[config.mk]
export PLATFORM = sky130hd
export DESIGN_NAME = id_ex_ctrl_pipe
export DESIGN_NICKNAME = d
export VERILOG_FILES = /design/src/rtl/id_ex_ctrl_pipe_pkg.sv /design/src/rtl/id_ex_ctrl_pipe_squash_ctr.sv /design/src/rtl/id_ex_ctrl_pipe.sv
export SDC_FILE = /design/constraint.sdc
export NUM_CORES = 1
export LEC_CHECK = 0
export ABC_AREA = 0
export CORE_ASPECT_RATIO = 0.5
export CORE_UTILIZATION = 44
export DETAILED_ROUTE_END_ITERATION = 7
export PLACE_DENSITY = 0.85
export SYNTH_ARGS = -nofsm -noshare
export SYNTH_HDL_FRONTEND = slang
export SYNTH_SLANG_ARGS = --single-unit
export TNS_END_PERCENT = 100
[constraint.sdc]
create_clock -name clk_i -period 2.2 [get_ports clk_i]
set_input_delay 0.55 -clock clk_i [delete_from_list [all_inputs] [get_ports clk_i]]
set_output_delay 0.55 -clock clk_i [all_outputs]
set_load 0.02 [all_outputs]
[src/rtl/id_ex_ctrl_pipe_pkg.sv]
// id_ex_ctrl_pipe_pkg
//   Shared pipeline definitions for the ID/EX control bundle: bundle width,
//   bit offsets of each control field, the bubble (NOP) value, the packed
//   bundle typedef used by the decoder and the EX stage, and the squash
//   window length clamp helper.
package id_ex_ctrl_pipe_pkg;

  localparam int CTRL_W = 12;

  // Bit offsets inside the packed bundle (MSB first):
  // {RegWrite, ALUOp[2:0], ALUSrc, RegDst, Branch, Jump, MemRead, MemWrite, MemtoReg, BranchType}
  localparam int REG_WRITE_BIT   = 11;
  localparam int ALU_OP_MSB      = 10;
  localparam int ALU_OP_LSB      = 8;
  localparam int ALU_SRC_BIT     = 7;
  localparam int REG_DST_BIT     = 6;
  localparam int BRANCH_BIT      = 5;
  localparam int JUMP_BIT        = 4;
  localparam int MEM_READ_BIT    = 3;
  localparam int MEM_WRITE_BIT   = 2;
  localparam int MEM_TO_REG_BIT  = 1;
  localparam int BRANCH_TYPE_BIT = 0;

  localparam logic [CTRL_W-1:0] NOP_CTRL = '0;

  localparam int MAX_SQUASH = 3;

  typedef struct packed {
    logic       reg_write;
    logic [2:0] alu_op;
    logic       alu_src;
    logic       reg_dst;
    logic       branch;
    logic       jump;
    logic       mem_read;
    logic       mem_write;
    logic       mem_to_reg;
    logic       branch_type;
  } ctrl_bundle_t;

  // A requested length of 0 still kills the slot being written (1 cycle);
  // anything longer than the window limit is clamped to the limit.
  function automatic int unsigned eff_squash_len(input int unsigned len,
                                                 input int unsigned max_len);
    if (len == 0) begin
      return 1;
    end else if (len > max_len) begin
      return max_len;
    end else begin
      return len;
    end
  endfunction

endpackage

[src/rtl/id_ex_ctrl_pipe_squash_ctr.sv]
// id_ex_ctrl_pipe_squash_ctr
//   Squash window counter. A flush writes one bubble itself and leaves
//   (effective length - 1) further bubble cycles pending; a new flush can
//   only extend the pending window, never shorten it.
// Ports
//   clk         in   1      clock, rising edge
//   srst        in   1      synchronous reset, active-high
//   flush       in   1      start / extend squash window
//   squash_len  in   CNT_W  requested window length, sampled with flush
//   busy        out  1      registered: squash cycles remain after this edge
//   bubble_now  out  1      combinational: this edge must write a bubble
module id_ex_ctrl_pipe_squash_ctr
  import id_ex_ctrl_pipe_pkg::*;
#(
  parameter int MAX_SQUASH_LEN = 3,
  parameter int CNT_W          = $clog2(MAX_SQUASH_LEN + 1)
) (
  input  logic             clk,
  input  logic             srst,
  input  logic             flush,
  input  logic [CNT_W-1:0] squash_len,
  output logic             busy,
  output logic             bubble_now
);

  logic [CNT_W-1:0] cnt_reg;
  logic [CNT_W-1:0] cnt_next;
  logic [CNT_W-1:0] target;

  // Remaining cycles after the flush edge itself.
  assign target = CNT_W'(eff_squash_len(32'(squash_len), 32'(MAX_SQUASH_LEN)) - 1);

  always_comb begin
    cnt_next   = cnt_reg;
    bubble_now = 1'b0;
    if (flush) begin
      bubble_now = 1'b1;
      cnt_next   = (cnt_reg > target) ? cnt_reg : target;
    end else if (cnt_reg != '0) begin
      bubble_now = 1'b1;
      cnt_next   = cnt_reg - CNT_W'(1);
    end
  end

  always_ff @(posedge clk) begin
    if (srst) begin
      cnt_reg <= '0;
    end else begin
      cnt_reg <= cnt_next;
    end
  end

  assign busy = (cnt_reg != '0);

endmodule

[src/rtl/id_ex_ctrl_pipe.sv]
// id_ex_ctrl_pipe
//   ID/EX control-bundle pipeline register with hold (stall), bubble
//   insertion (flush) and a multi-cycle squash window.
//   Edge priority: reset > flush > pending squash > stall > load.
// Ports
//   clk_i         in   1       clock, rising edge
//   rst_i         in   1       synchronous reset, active-high
//   ctrl_i        in   CTRL_W  control bundle from decoder
//   valid_i       in   1       ctrl_i holds a real instruction
//   stall_i       in   1       hold current contents
//   flush_i       in   1       start squash window
//   squash_len_i  in   CNT_W   window length, sampled with flush_i
//   ctrl_o        out  CTRL_W  registered bundle to EX
//   valid_o       out  1       registered valid to EX
//   squash_busy_o out  1       squash cycles remain after current edge
//   bubble_cnt_o  out  16      saturating count of bubbles written
module id_ex_ctrl_pipe
  import id_ex_ctrl_pipe_pkg::*;
#(
  parameter int                CTRL_W     = id_ex_ctrl_pipe_pkg::CTRL_W,
  parameter logic [CTRL_W-1:0] NOP_CTRL   = '0,
  parameter int                MAX_SQUASH = id_ex_ctrl_pipe_pkg::MAX_SQUASH,
  localparam int               CNT_W      = $clog2(MAX_SQUASH + 1)
) (
  input  logic              clk_i,
  input  logic              rst_i,
  input  logic [CTRL_W-1:0] ctrl_i,
  input  logic              valid_i,
  input  logic              stall_i,
  input  logic              flush_i,
  input  logic [CNT_W-1:0]  squash_len_i,
  output logic [CTRL_W-1:0] ctrl_o,
  output logic              valid_o,
  output logic              squash_busy_o,
  output logic [15:0]       bubble_cnt_o
);

  logic [CTRL_W-1:0] ctrl_reg;
  logic              valid_reg;
  logic [15:0]       bubble_cnt_reg;
  logic              squash_bubble;
  logic              write_bubble;

  id_ex_ctrl_pipe_squash_ctr #(
    .MAX_SQUASH_LEN (MAX_SQUASH),
    .CNT_W          (CNT_W)
  ) u_squash_ctr (
    .clk        (clk_i),
    .srst       (rst_i),
    .flush      (flush_i),
    .squash_len (squash_len_i),
    .busy       (squash_busy_o),
    .bubble_now (squash_bubble)
  );

  // An unstalled load of an invalid slot is also a bubble, so it is counted
  // and its ctrl_i never reaches EX.
  assign write_bubble = squash_bubble || (!stall_i && !valid_i);

  always_ff @(posedge clk_i) begin
    if (rst_i) begin
      ctrl_reg  <= NOP_CTRL;
      valid_reg <= 1'b0;
    end else if (squash_bubble) begin
      ctrl_reg  <= NOP_CTRL;
      valid_reg <= 1'b0;
    end else if (!stall_i) begin
      valid_reg <= valid_i;
      ctrl_reg  <= valid_i ? ctrl_i : NOP_CTRL;
    end
  end

  always_ff @(posedge clk_i) begin
    if (rst_i) begin
      bubble_cnt_reg <= '0;
    end else if (write_bubble && (bubble_cnt_reg != 16'hFFFF)) begin
      bubble_cnt_reg <= bubble_cnt_reg + 16'd1;
    end
  end

  assign ctrl_o       = ctrl_reg;
  assign valid_o      = valid_reg;
  assign bubble_cnt_o = bubble_cnt_reg;

endmodule

==> results.sh <==
export IMPL_syn_mean_instance_area_um2=8.774
export IMPL_vdd_drop_max_mv=0.5740
export IMPL_max_freq_mhz=467.5
export IMPL_synth_area_leaders="dfxtp_1 (43%), a22oi_1 (6.3%), a21oi_1 (5.2%), nor2_1 (4.7%), o31ai_1 (4.2%)"
export IMPL_yosys_area_share_simple_pct=24.76
export IMPL_path_delay_family="buffers and inverters"
export IMPL_grt_max_degree=19
export IMPL_clock_path_buffers=2
export IMPL_row_count=14
export IMPL_fp_dieH_um=42.32
export IMPL_drt_iter0_markers=89
export IMPL_drv_cap=0
export IMPL_maxSlewHeadroom_pct=58.23
export IMPL_cp_cell_sequence="inv_1 -> ha_1 -> inv_1 -> clkdlybuf4s50_1"
export IMPL_use_met2_pct=39.01
export IMPL_routed_wl_mm=3.909
export IMPL_finalHoldViolCount=0
export IMPL_clock_latency_ns=0.30
export IMPL_grt_antenna_before_repair=0
export IMPL_routedWlPerCell_um=14.75
export IMPL_fillers=252
export IMPL_critPathKind="flip-flop to primary output"
export IMPL_synth_xor_area_share_pct=0
export IMPL_synth_top_family_by_area="simple AND/OR/NAND/NOR gates"
export IMPL_largest_register_ffs=16
export IMPL_rsz0062_at_grt="no"
export IMPL_ys_seq_area_share_pct=43.39
export IMPL_setup_violations=0
export IMPL_die_area_um2=3496
export IMPL_postRouteAntennaNets=0
export IMPL_synth_edf_count=0
export IMPL_busiest_layer="met2"
export IMPL_post_cts_buffers=0
export IMPL_synthMuxAreaShare_pct=0.7874
export IMPL_postSynth_asyncResetShare_pct=0
export IMPL_grt_use_total_pct=24.06
export IMPL_skew_ns=0.009476
export IMPL_dp_hpwl_mm=2.632
export IMPL_num_vias=1537
export IMPL_layout_nets=247
export IMPL_vias_per_cell=5.800
export IMPL_synth_compound_area_share_pct=24.15
export IMPL_hold_buffers=0
export IMPL_synthAdderAreaFrac_pct=3.500
export IMPL_htree_levels=2
export IMPL_synth_cell_types=33
export IMPL_synth_nets=186
export IMPL_leakagePower_nw=0.7571
export IMPL_tightest_slew_ns=0.6217
export IMPL_yosysMostFrequentCell="dfxtp_1"
export IMPL_synth_seq_cells=31
export IMPL_slew_violations=0
export IMPL_worstPathBufferInverterCount=3
export IMPL_drive_above_1_share_pct=10.22
export IMPL_power_w=0.001435
export IMPL_grt_pass1_wl_mm=6.216
export IMPL_crit_fanout=4
export IMPL_cts_root_buf="clkbuf_8"
export IMPL_dr_pass1_iters=4
export IMPL_cts_buffers=5
export IMPL_crit_path_max_incr_delay_ns=0.59
export IMPL_place_gp_congestion=0.8266
export IMPL_met3_usage_pct=6.739
export IMPL_synth_top_cell_by_area="dfxtp_1"
export IMPL_period_minus_slack_ns=2.139
export IMPL_arrival_ns=1.59
export IMPL_cp_required_ns=1.65
export IMPL_cp_start_kind="flip-flop"
export IMPL_cts_tree="done"
export IMPL_grt_overflow=0
export IMPL_coreArea_um2=3048
export IMPL_synthesis_area_um2=1430
export IMPL_rrSetupSlack_ns=0.41
export IMPL_synthTopCellsByCount="dfxtp_1 (31), nor2_1 (18), a21oi_1 (15), a22oi_1 (12)"
export IMPL_synth_warnings=0
export IMPL_end_kind="primary output"
export IMPL_fp_dieW_um=82.63
export IMPL_crit_top_cell="inv_1"
export IMPL_initial_core_util_pct=46.92
export IMPL_crit_slowest_cell="clkdlybuf4s50_1"
export IMPL_drc_errors=0
export IMPL_netlist_instances=163
export IMPL_utilization_pct=70.20
export IMPL_clk_pin_slew_ns=0.07
export IMPL_antenna_cells=0
export IMPL_synth_main_ff_cell="dfxtp_1"
export IMPL_grt_pass1_vias=1373
export IMPL_outcome="completed"
export IMPL_hp_class="flip-flop to flip-flop"
export IMPL_area_delta_synth_final_pct=49.61
export IMPL_pwr_density_cell_nw_per_um2=670.5
export IMPL_finalCritPeriodShare_pct=97.24
export IMPL_cts_sinks=31
export IMPL_boundaryPins=49
export IMPL_yosys_area_top_type_share_pct=43.39
export IMPL_portBuffers=48
export IMPL_grt_use_met1_pct=30.35
## cell type report
type                            count  area (um^2)  area share [%]
Timing Repair Buffer               60        570.5           26.67
Clock buffer                        5        68.82           3.216
Sequential cell                    31        620.6           29.01
Inverter                            6        22.52           1.053
Multi-Input combinational cell    120        763.2           35.67
Tap cell                           40        50.05           2.339
Clock inverter                      3        43.79           2.047
## worst register-to-register path: stages, from the launching register on
cell	delay (ns)
dfxtp_1	0.33
inv_1	0.08
ha_1	0.24
nand2b_1	0.10
o211ai_1	0.15
buf_4	0.19
or4_1	0.49
a21oi_1	0.15
## worst paths after layout
path / end / cells past startpoint / startpoint
max reg2reg: bubble_cnt_o[13]$_SDFFE_PP0P_ / 7 / u_squash_ctr.cnt_reg[0]$_SDFFE_PP0P_
min: ctrl_o[8]$_SDFFE_PP0N_ / 2 / ctrl_o[8]$_SDFFE_PP0N_
min reg2reg: ctrl_o[8]$_SDFFE_PP0N_ / 2 / ctrl_o[8]$_SDFFE_PP0N_
max: squash_busy_o / 4 / u_squash_ctr.cnt_reg[0]$_SDFFE_PP0P_
## repair_timing
action                                 CTS  global route
setup endpoints to repair                0             1
endpoints found under the hold margin    0             0
resized for setup                        0             1
## power breakdown
part	leakage, nW	total (W)	internal (W)	switching [W]
clock network	0.0581	0.000578	0.000337	0.000242
registers	0.251	0.000600	0.000582	0.0000183
logic	0.448	0.000256	0.000131	0.000125
total	0.757	0.00143	0.00105	0.000384
## per-stage QoR
step	setup slack [ns]	std cells	hold WS [ns]	area, um^2	TNS [ns]
floorplan	0.4578	163	0.5021	1430	0
detailed placement	-0.1418	257	0.5016	2024	-1.225
CTS	0.05685	265	0.5193	2137	0
global placement	-0.05233	257	0.4668	2024	-0.4593
global route	0.004402	265	0.5353	2140	0
finish	0.06079	265	0.5133	2140	0
## cell usage in the layout, fill, tap and decap left out, drive strengths merged, types with 2 or more instances in the layout
master         Yosys  routed
nand4              5       5
o31ai              8       8
a31oi              3       3
and4               2       2
ha                 4       4
a21oi             15      15
nor3               3       3
nor2              18      18
buf                1      12
o21bai             2       2
and3               2       2
nand2              8       8
inv                6       6
o311a              2       2
o211ai             2       2
a22oi             12      12
o21ai              5       5
dfxtp             31      31
or3                2       2
clkinv             0       2
nand3              5       5
clkbuf             5       5
nor2b              5       5
clkdlybuf4s50      0      48
or4                8       8
## routing by layer
layer | wire length, um | part of all wire, % | up-vias
met1 | 1703 | 44 | 733
met2 | 1957 | 50 | 48
met5 | 0 | 0 | -
li1 | - | - | 749
met3 | 199 | 5.1 | 7
met4 | 48 | 1.2 | 0
## cell families after synthesis
logic type | count (synthesis)
DFF | 31
muxes | 1
adders and majority gates | 4
AOI/OAI and AO/OA | 52
and+or+nand+nor | 63
buffers and inverters | 12
No activity file was read; power rests on OpenSTA's default activity.
